<file path="src/rtl/multi_filter_processing_element.sv">
// 1-D convolution PE: loads NUM_FILTERS filters and one IFMap, streams one psum per (window, filter).
// Define PSUM_SAT_EN for saturating psum arithmetic; the default build wraps modulo 2^PSUM_WIDTH.
module multi_filter_processing_element #(
    parameter int DATA_WIDTH      = 16,
    parameter int PSUM_WIDTH      = 32,
    parameter int IFMAP_DEPTH     = 32,
    parameter int MAX_FILTER_SIZE = 8,
    parameter int NUM_FILTERS     = 4,
    parameter int STRIDE_WIDTH    = 3
) (
    input  logic                               clk,
    input  logic                               rst,
    input  logic                               start,
    input  logic [STRIDE_WIDTH-1:0]            stride_in,
    input  logic [$clog2(MAX_FILTER_SIZE):0]   filter_size_in,
    input  logic [$clog2(IFMAP_DEPTH):0]       ifmap_size_in,
    input  logic [$clog2(NUM_FILTERS):0]       num_filters_in,
    output logic                               ready,
    output logic                               done,
    output logic                               cfg_err,
    input  logic [DATA_WIDTH-1:0]              filter_data,
    input  logic                               filter_valid,
    output logic                               filter_ren,
    input  logic [DATA_WIDTH-1:0]              ifmap_data,
    input  logic                               ifmap_valid,
    output logic                               ifmap_ren,
    input  logic [PSUM_WIDTH-1:0]              psum_in_data,
    input  logic                               psum_in_valid,
    output logic                               psum_in_ren,
    output logic [PSUM_WIDTH-1:0]              psum_out_data,
    output logic                               psum_out_valid,
    input  logic                               psum_out_ready
);
    // state  | meaning
    // IDLE   | waiting for start, config checked here
    // LD_FLT | loading num_filters*filter_size filter words, filter-major
    // LD_IF  | loading ifmap_size IFMap words
    // MAC    | one tap per cycle for the current (window, filter)
    // ACC_IN | waiting for the upstream psum, adds it to the accumulator
    // OUT    | holding psum_out until accepted downstream
    // DONE   | one-cycle done pulse
    localparam int FS_W = $clog2(MAX_FILTER_SIZE) + 1;
    localparam int IS_W = $clog2(IFMAP_DEPTH) + 1;
    localparam int NF_W = $clog2(NUM_FILTERS) + 1;
    localparam int IA_W = $clog2(IFMAP_DEPTH);
    localparam int FA_W = $clog2(NUM_FILTERS * MAX_FILTER_SIZE);
    localparam int AW   = IS_W + 2;

    typedef enum logic [2:0] {
        S_IDLE, S_LD_FLT, S_LD_IF, S_MAC, S_ACC_IN, S_OUT, S_DONE
    } state_t;

    state_t r_state, w_state_nxt;

    logic [DATA_WIDTH-1:0]   r_filter [NUM_FILTERS*MAX_FILTER_SIZE];
    logic [DATA_WIDTH-1:0]   r_ifmap  [IFMAP_DEPTH];

    logic [STRIDE_WIDTH-1:0] r_stride;
    logic [FS_W-1:0]         r_fs, r_k;
    logic [IS_W-1:0]         r_is, r_ld_addr, r_win_base;
    logic [NF_W-1:0]         r_nf, r_f;
    logic [PSUM_WIDTH-1:0]   r_acc, r_psum_out;
    logic                    r_psum_valid, r_cfg_err;

    logic                          w_legal, w_flt_xfer, w_if_xfer, w_pin_xfer;
    logic                          w_k_last, w_f_last, w_win_last, w_ld_if_last;
    logic [FA_W-1:0]               w_flt_addr;
    logic [IA_W-1:0]               w_if_addr;
    logic signed [DATA_WIDTH-1:0]  w_if_word, w_flt_word;
    logic signed [2*DATA_WIDTH-1:0] w_prod;
    logic [PSUM_WIDTH-1:0]         w_prod_ext, w_acc_base, w_mac_next, w_psum_next;

    assign w_legal = (stride_in != '0)
                  && (filter_size_in != '0)
                  && (filter_size_in <= FS_W'(MAX_FILTER_SIZE))
                  && (IS_W'(filter_size_in) <= ifmap_size_in)
                  && (ifmap_size_in <= IS_W'(IFMAP_DEPTH))
                  && (num_filters_in != '0)
                  && (num_filters_in <= NF_W'(NUM_FILTERS));

    assign w_flt_xfer   = (r_state == S_LD_FLT) && filter_valid;
    assign w_if_xfer    = (r_state == S_LD_IF)  && ifmap_valid;
    assign w_pin_xfer   = (r_state == S_ACC_IN) && psum_in_valid;
    assign w_k_last     = (r_k == r_fs - FS_W'(1));
    assign w_f_last     = (r_f == r_nf - NF_W'(1));
    assign w_ld_if_last = (r_ld_addr == r_is - IS_W'(1));
    // The current window is the last one when the next window would run past the IFMap end.
    assign w_win_last   = (AW'(r_win_base) + AW'(r_stride) + AW'(r_fs)) > AW'(r_is);

    assign w_flt_addr = FA_W'(r_f) * FA_W'(MAX_FILTER_SIZE) + FA_W'(r_k);
    assign w_if_addr  = IA_W'(r_win_base) + IA_W'(r_k);
    assign w_if_word  = r_ifmap[w_if_addr];
    assign w_flt_word = r_filter[w_flt_addr];
    assign w_prod     = w_if_word * w_flt_word;
    assign w_prod_ext = PSUM_WIDTH'(w_prod);
    assign w_acc_base = (r_k == '0) ? '0 : r_acc;

`ifdef PSUM_SAT_EN
    logic                  r_sat;
    logic                  w_mac_keep, w_mac_ovf, w_psum_ovf;
    logic [PSUM_WIDTH:0]   w_mac_wide, w_psum_wide;

    function automatic logic [PSUM_WIDTH-1:0] f_clamp(input logic neg);
        return neg ? {1'b1, {(PSUM_WIDTH-1){1'b0}}} : {1'b0, {(PSUM_WIDTH-1){1'b1}}};
    endfunction

    // Once a (window, filter) result hits a rail it stays there until the next one starts.
    assign w_mac_keep  = (r_k != '0) && r_sat;
    assign w_mac_wide  = {w_acc_base[PSUM_WIDTH-1], w_acc_base} + {w_prod_ext[PSUM_WIDTH-1], w_prod_ext};
    assign w_mac_ovf   = w_mac_wide[PSUM_WIDTH] != w_mac_wide[PSUM_WIDTH-1];
    assign w_mac_next  = w_mac_keep ? r_acc :
                         w_mac_ovf  ? f_clamp(w_mac_wide[PSUM_WIDTH]) : w_mac_wide[PSUM_WIDTH-1:0];
    assign w_psum_wide = {r_acc[PSUM_WIDTH-1], r_acc} + {psum_in_data[PSUM_WIDTH-1], psum_in_data};
    assign w_psum_ovf  = w_psum_wide[PSUM_WIDTH] != w_psum_wide[PSUM_WIDTH-1];
    assign w_psum_next = r_sat      ? r_acc :
                         w_psum_ovf ? f_clamp(w_psum_wide[PSUM_WIDTH]) : w_psum_wide[PSUM_WIDTH-1:0];

    always_ff @(posedge clk) begin
        if (rst) begin
            r_sat <= 1'b0;
        end else if (r_state == S_MAC) begin
            r_sat <= w_mac_keep | w_mac_ovf;
        end
    end
`else
    assign w_mac_next  = w_acc_base + w_prod_ext;
    assign w_psum_next = r_acc + psum_in_data;
`endif

    always_ff @(posedge clk) begin
        if (rst) begin
            r_state <= S_IDLE;
        end else begin
            r_state <= w_state_nxt;
        end
    end

    always_comb begin
        w_state_nxt = r_state;
        case (r_state)
            S_IDLE:   if (start && w_legal) w_state_nxt = S_LD_FLT;
            S_LD_FLT: if (w_flt_xfer && w_k_last && w_f_last) w_state_nxt = S_LD_IF;
            S_LD_IF:  if (w_if_xfer && w_ld_if_last) w_state_nxt = S_MAC;
            S_MAC:    if (w_k_last) w_state_nxt = S_ACC_IN;
            S_ACC_IN: if (psum_in_valid) w_state_nxt = S_OUT;
            S_OUT:    if (psum_out_ready) w_state_nxt = (w_f_last && w_win_last) ? S_DONE : S_MAC;
            S_DONE:   w_state_nxt = S_IDLE;
            default:  w_state_nxt = S_IDLE;
        endcase
    end

    always_ff @(posedge clk) begin
        if (w_flt_xfer) r_filter[w_flt_addr] <= filter_data;
        if (w_if_xfer)  r_ifmap[r_ld_addr[IA_W-1:0]] <= ifmap_data;
    end

    always_ff @(posedge clk) begin
        if (rst) begin
            r_stride     <= '0;
            r_fs         <= '0;
            r_is         <= '0;
            r_nf         <= '0;
            r_k          <= '0;
            r_f          <= '0;
            r_ld_addr    <= '0;
            r_win_base   <= '0;
            r_acc        <= '0;
            r_psum_out   <= '0;
            r_psum_valid <= 1'b0;
            r_cfg_err    <= 1'b0;
        end else begin
            r_cfg_err <= (r_state == S_IDLE) && start && !w_legal;
            case (r_state)
                S_IDLE: begin
                    if (start && w_legal) begin
                        r_stride   <= stride_in;
                        r_fs       <= filter_size_in;
                        r_is       <= ifmap_size_in;
                        r_nf       <= num_filters_in;
                        r_k        <= '0;
                        r_f        <= '0;
                        r_ld_addr  <= '0;
                        r_win_base <= '0;
                    end
                end
                S_LD_FLT: begin
                    if (w_flt_xfer) begin
                        if (w_k_last) begin
                            r_k <= '0;
                            r_f <= w_f_last ? '0 : r_f + NF_W'(1);
                        end else begin
                            r_k <= r_k + FS_W'(1);
                        end
                    end
                end
                S_LD_IF: begin
                    if (w_if_xfer) r_ld_addr <= r_ld_addr + IS_W'(1);
                end
                S_MAC: begin
                    r_acc <= w_mac_next;
                    r_k   <= w_k_last ? '0 : r_k + FS_W'(1);
                end
                S_ACC_IN: begin
                    if (w_pin_xfer) begin
                        r_psum_out   <= w_psum_next;
                        r_psum_valid <= 1'b1;
                    end
                end
                S_OUT: begin
                    if (psum_out_ready) begin
                        r_psum_valid <= 1'b0;
                        if (w_f_last) begin
                            r_f        <= '0;
                            r_win_base <= r_win_base + IS_W'(r_stride);
                        end else begin
                            r_f <= r_f + NF_W'(1);
                        end
                    end
                end
                default: ;
            endcase
        end
    end

    assign ready          = (r_state == S_IDLE);
    assign done           = (r_state == S_DONE);
    assign cfg_err        = r_cfg_err;
    assign filter_ren     = (r_state == S_LD_FLT);
    assign ifmap_ren      = (r_state == S_LD_IF);
    assign psum_in_ren    = (r_state == S_ACC_IN);
    assign psum_out_data  = r_psum_out;
    assign psum_out_valid = r_psum_valid;

endmodule

</file>
<file path="config.mk">
export PLATFORM = sky130hd
export DESIGN_NAME = multi_filter_processing_element
export DESIGN_NICKNAME = d
export VERILOG_FILES = /design/src/rtl/multi_filter_processing_element.sv
export SDC_FILE = /design/constraint.sdc
export NUM_CORES = 2
export LEC_CHECK = 0
export CORE_MARGIN = 2
export CORE_UTILIZATION = 31
export DETAILED_ROUTE_END_ITERATION = 10
export GPL_TIMING_DRIVEN = 0
export SYNTH_ARGS = -nofsm -noshare
export SYNTH_HDL_FRONTEND = slang
export SYNTH_SLANG_ARGS = --single-unit
</file>
<file path="constraint.sdc">
create_clock -name clk -period 20.9 [get_ports clk]
set_clock_uncertainty 0.1 [all_clocks]
set_input_delay 2.09 -clock clk [delete_from_list [all_inputs] [get_ports clk]]
set_output_delay 2.09 -clock clk [all_outputs]
set_load 0.02 [all_outputs]
</file>
-- Word-level counts from Yosys, hierarchy flattened
Memories as Yosys holds them, arrays and structs flattened.
Cells that the tools add are included.
- add/sub/neg operators: 13
- $mul: 1
- order comparisons: 5
- equality and inequality tests: 20
- multiplexer cells: 32
- reduce and logical (&&, ||, !) cells: 35
- operators by type and width (kind ; number):
    $add 32x32->32 ; 2
    $mux 3 ; 12
    $mul 16x16->32 ; 1
    $mux 32 ; 1
    $mux 6 ; 4
    $pmux 6 s2 ; 2
    $pmux 3 s6 ; 1
    $logic_and 1x1->1 ; 16
    $ne 2x1->1 const B ; 7
    $mux 4 ; 3
    $pmux 4 s3 ; 1
    $reduce_bool 3->1 ; 4
    $add 5x4->5 ; 2
    $eq 3x3->1 const B ; 3
    $pmux 3 s3 ; 1
    $reduce_and 3->1 ; 3
    $add 7x4->8 ; 1
    $gt 8x6->1 ; 1
    $ne 2x2->1 const B ; 4
    $add 6x3->7 ; 1
    $add 6x1->6 const B ; 1
    $add 6x3->6 ; 1
    $eq 3x2->1 const B ; 2
    $eq 6x6->1 ; 1
    other kinds (23) ; 31
- register bits: 104
- bits in writable memories: 1024
- input port bits: 87
- output and inout port bits: 39
- logic and storage cells: 121
- memories: 2
- memory list (name ; words ; bits a word ; rd ports ; clocked after Yosys merged registers in ; write ports ; RTL line ; text):
    r_filter ; 32 ; 16 ; 1 ; 0 ; 1 ; 55 ; logic [DATA_WIDTH-1:0] r_filter [NUM_FILTERS*MAX_FILTER_SIZE];
    r_ifmap ; 32 ; 16 ; 1 ; 0 ; 1 ; 56 ; logic [DATA_WIDTH-1:0] r_ifmap [IFMAP_DEPTH];

-- Depth between registers and ports, before layout
- word-level depth: 10
- gate-level depth with buffers: 36
- gate-level depth less buffers: 32

-- Worst setup path after synthesis
OpenSTA, ideal clock, no wires.
- path kind: register to register
- start point: reg r_k[1]
- end point: reg r_acc[31]
- library setup time: 0.136 ns
- arrival: 9.354 ns
- data required time: 20.664 ns
- slack: 11.311 ns
- stages on the path, launching flop included: 33
- buffers on the path: 6
- period minus slack after synthesis: 9.589 ns
- cells stage by stage: dfxtp_1 buf_2 buf_1 buf_1 inv_1 fa_1 buf_2 buf_2 clkbuf_1 mux4_2 mux4_2 mux2i_2 inv_1 nand2_1 fa_1 fa_1 fa_1 inv_1 fa_1 fa_1 inv_1 fa_1 inv_1 ha_1 nand3_1 or4_1 a21o_1 o21a_1 o21ai_0 a31oi_1 a21oi_1 xnor2_1 a211oi_2
- word-level cells in the longest chain between the ends: 4
- elaborated cells on any way between the ends: 8
- those cells by class: add/sub: 3; mul: 1; mux: 1; reduce/logical: 1; memory: 2
- ends and longest elaborated chain (item ; RTL line ; text):
    start, declared ; 59 ; logic [FS_W-1:0] r_fs, r_k;
    start signal, assigned ; 192 ; r_k <= r_k + FS_W'(1);
    start signal, assigned ; 201 ; r_k <= w_k_last ? '0 : r_k + FS_W'(1);
    $add 5x4->5 (on tied branches) ; 91, 90 ;
    $mem_v2 32x16 (on tied branches) ; -- ;
    $mul 16x16->32 ; 94 ; assign w_prod = w_if_word * w_flt_word;
    $add 32x32->32 (*) ; 126 ; assign w_mac_next = w_acc_base + w_prod_ext;
    end signal, assigned ; 200 ; r_acc <= w_mac_next;
    end, declared ; 62 ; logic [PSUM_WIDTH-1:0] r_acc, r_psum_out;
Every way passes the cells marked *; elsewhere a longest branch is shown, timed or not.
A chain may end at the register's enable or synchronous reset.

-- Worst setup path after layout
- start point: reg r_k[1]
- end point: reg r_acc[30]
Same word-level chain as after synthesis.

==> summary.txt <==
outcome: completed
Die X: 433.2 µm
YS warnings: 0
pin slew with the least headroom to its limit: 1436 ps
register area share after synthesis: 57.50%
cell with the most instances after synthesis: edfxtp_1
setup TNS: 0 ps
Filler cells: 17646
Nets: 4831
commonest cells in the netlist: edfxtp_1, inv_1, nor2_1
cell repeated most along the worst path: fa_1
IO Count: 126
Final Hold Fails: 0
drt first pass iters: 8
final setup fails: 0
total grt overflow: 0
Root Buffer: clkbuf_16
main flop type after synthesis: edfxtp_1
Synth top area share: 53.86%
Clock transition at path regs: 70 ps
via count: 35454
Util after Layout: 36.10%
H-Tree Depth: 3
Syn Inst Count: 4008
CP max stage cell: buf_1
Worst setup EP type: flop
CP Max Fanout: 10
Synth Net Count: 4558
TritonCTS clock tree: yes
headroom to the max-slew limit: 3.939%
CP Data Arrival Time: 13820 ps
Netlist cell types: 78
DR iter-0 viols: 4101
Mapped Area: 57090 µm²
estimated wirelength of the detail-placed design: 116.4 mm
Avg WL per Cell: 24.65 µm
antenna violations before repair: 16
largest net degree at the start of global routing: 33
Final min period: 13220 ps
Synth async-reset ratio: 0%
EDFF count, synth: 1024
Final Cycle Share: 63.27%
Max Fclk: 75.62 MHz
vias in the first global route: 36129
dominant cell type by area after synthesis: edfxtp_1
flops & latches, synth: 1128
drt drc: 0
CP Launch Type: flop
CP max stage delay: 980 ps
Final ANT Viol Nets: 0
Slew Limit Fails: 0
All-Layer GR Usage: 17.91%
MaxCap Viol Count: 0
Die Y: 433.2 µm
full die area: 187600 µm²
vias per cell: 5.179
CP required: 21490 ps
clk_lat worst skew: 790 ps
cts hold-fix bufs: 0
post_cts resized: 0
overall routed net length: 168.8 mm
number of CTS-inserted buffers: 114
share of layout cells above drive strength 1: 14.43%
Max clock buf depth: 3
Area growth syn-to-layout: 15.77%
global-route wire length before repair: 245.5 mm
Hold Crit Class: flop to flop
Clock Sinks: 1128
Initial Util: 31.19%
port buffer count: 125
# rows: 157
ranking of synthesized cells by area: edfxtp_1, fa_1, mux4_2
RD Place Congestion: 0.9035
Crit Path Class: flop to flop
post-CTS setup buffers: 0
area of the core: 183100 µm²
Avg Inst Size Synth: 14.25 µm²
RSZ-0062 raised after global routing: no
## final cells by class
class                   instances  area [µm²]  share of cell area (%)
diodes                          3       7.507                 0.01136
plain buffers                 179       807.0                   1.221
clock buffers                 143        3032                   4.587
clock inverters                71       658.1                  0.9957
inverters                     397        1490                   2.255
multi-input cells            2304       22300                   33.74
flip-flops and latches       1128       32830                   49.67
well taps                    2464        3083                   4.664
repair buffers                157        1883                   2.849
## through the flow
step / cell area, µm² / setup slack [ps] / hold WS [ps] / cells
final: 66100 / 7676 / 354.4 / 6846
after global routing: 66100 / 7245 / 380.4 / 6846
after CTS: 66110 / 7700 / 352.2 / 6843
after detailed placement: 62420 / 7745 / 343.6 / 6629
after global placement: 61430 / 7453 / 345.2 / 6597
after floorplan: 57090 / 11310 / 344.0 / 4008
## path summary, 6_finish.rpt
check                                                   start                             to  slack, ps  depth (start not counted)
worst max-delay path                      r_k[1]$_SDFFE_PP0P_         r_acc[30]$_SDFFE_PP0N_       7680                         30
worst min-delay path            psum_out_data[5]$_SDFFE_PP0P_  psum_out_data[5]$_SDFFE_PP0P_        350                          2
worst max register to register            r_k[1]$_SDFFE_PP0P_         r_acc[30]$_SDFFE_PP0N_       7680                         30
worst min register to register  psum_out_data[5]$_SDFFE_PP0P_  psum_out_data[5]$_SDFFE_PP0P_        350                          2
## layer usage
metal	track usage, %	share of wire (%)	wire length [µm]
met5	0	0.049	82
met4	6.483	3.8	6383
met3	3.097	7.5	12580
met2	30.98	50	84950
met1	22.45	38	64780
## registers in the layout, summed over array words and instances, names as in the netlist, 4 cells and up
name / count
r_filter: 512
r_ifmap: 512
psum_out_data: 32
r_acc: 32
r_is: 6
r_ld_addr: 6
r_win_base: 6
r_fs: 4
r_k: 4
## worst max-delay path: cells and delay by family, from the launching register on
| family | cells | cell delay [ps] |
|---|---|---|
| buffers and inverters | 10 | 3980 |
| adder cells (fa/ha/maj) | 8 | 3970 |
| multiplexers | 2 | 1550 |
| AO/OA/AOI/OAI | 6 | 1520 |
| AND/OR/NAND/NOR | 2 | 690 |
| XOR/XNOR | 2 | 680 |
| flip-flops | 1 | 530 |
## cells in the final DEF, fill, tap and decap left out, types with 70 or more instances in the layout
cell type | Yosys | routed
a21oi_1 | 169 | 169
edfxtp_1 | 1024 | 1024
clkbuf_1 | 75 | 97
nor3_1 | 70 | 70
clkdlybuf4s50_1 | 0 | 121
nand2_1 | 271 | 271
buf_2 | 81 | 85
nor2_1 | 345 | 281
mux4_2 | 209 | 209
clkbuf_16 | 0 | 114
dfxtp_1 | 104 | 104
inv_1 | 397 | 397
o21ai_0 | 91 | 91
ha_1 | 164 | 164
fa_1 | 299 | 299
## cell families (layout without fill, tap and decap cells)
family	count (synthesis)	count (layout)	share of synthesized area, %
adders and majority gates	463	463	14.08
xor gates and xnor gates	93	93	1.460
muxes	255	255	9.167
and+or+nand+nor	965	965	7.815
AOI/OAI and AO/OA	528	528	5.954
other	0	3	0
buffers and inverters	576	947	4.023
DFF	1128	1128	57.50
Power is not shown: default switching activity piles up to over one toggle a cycle in this logic, so the estimate is an artifact.
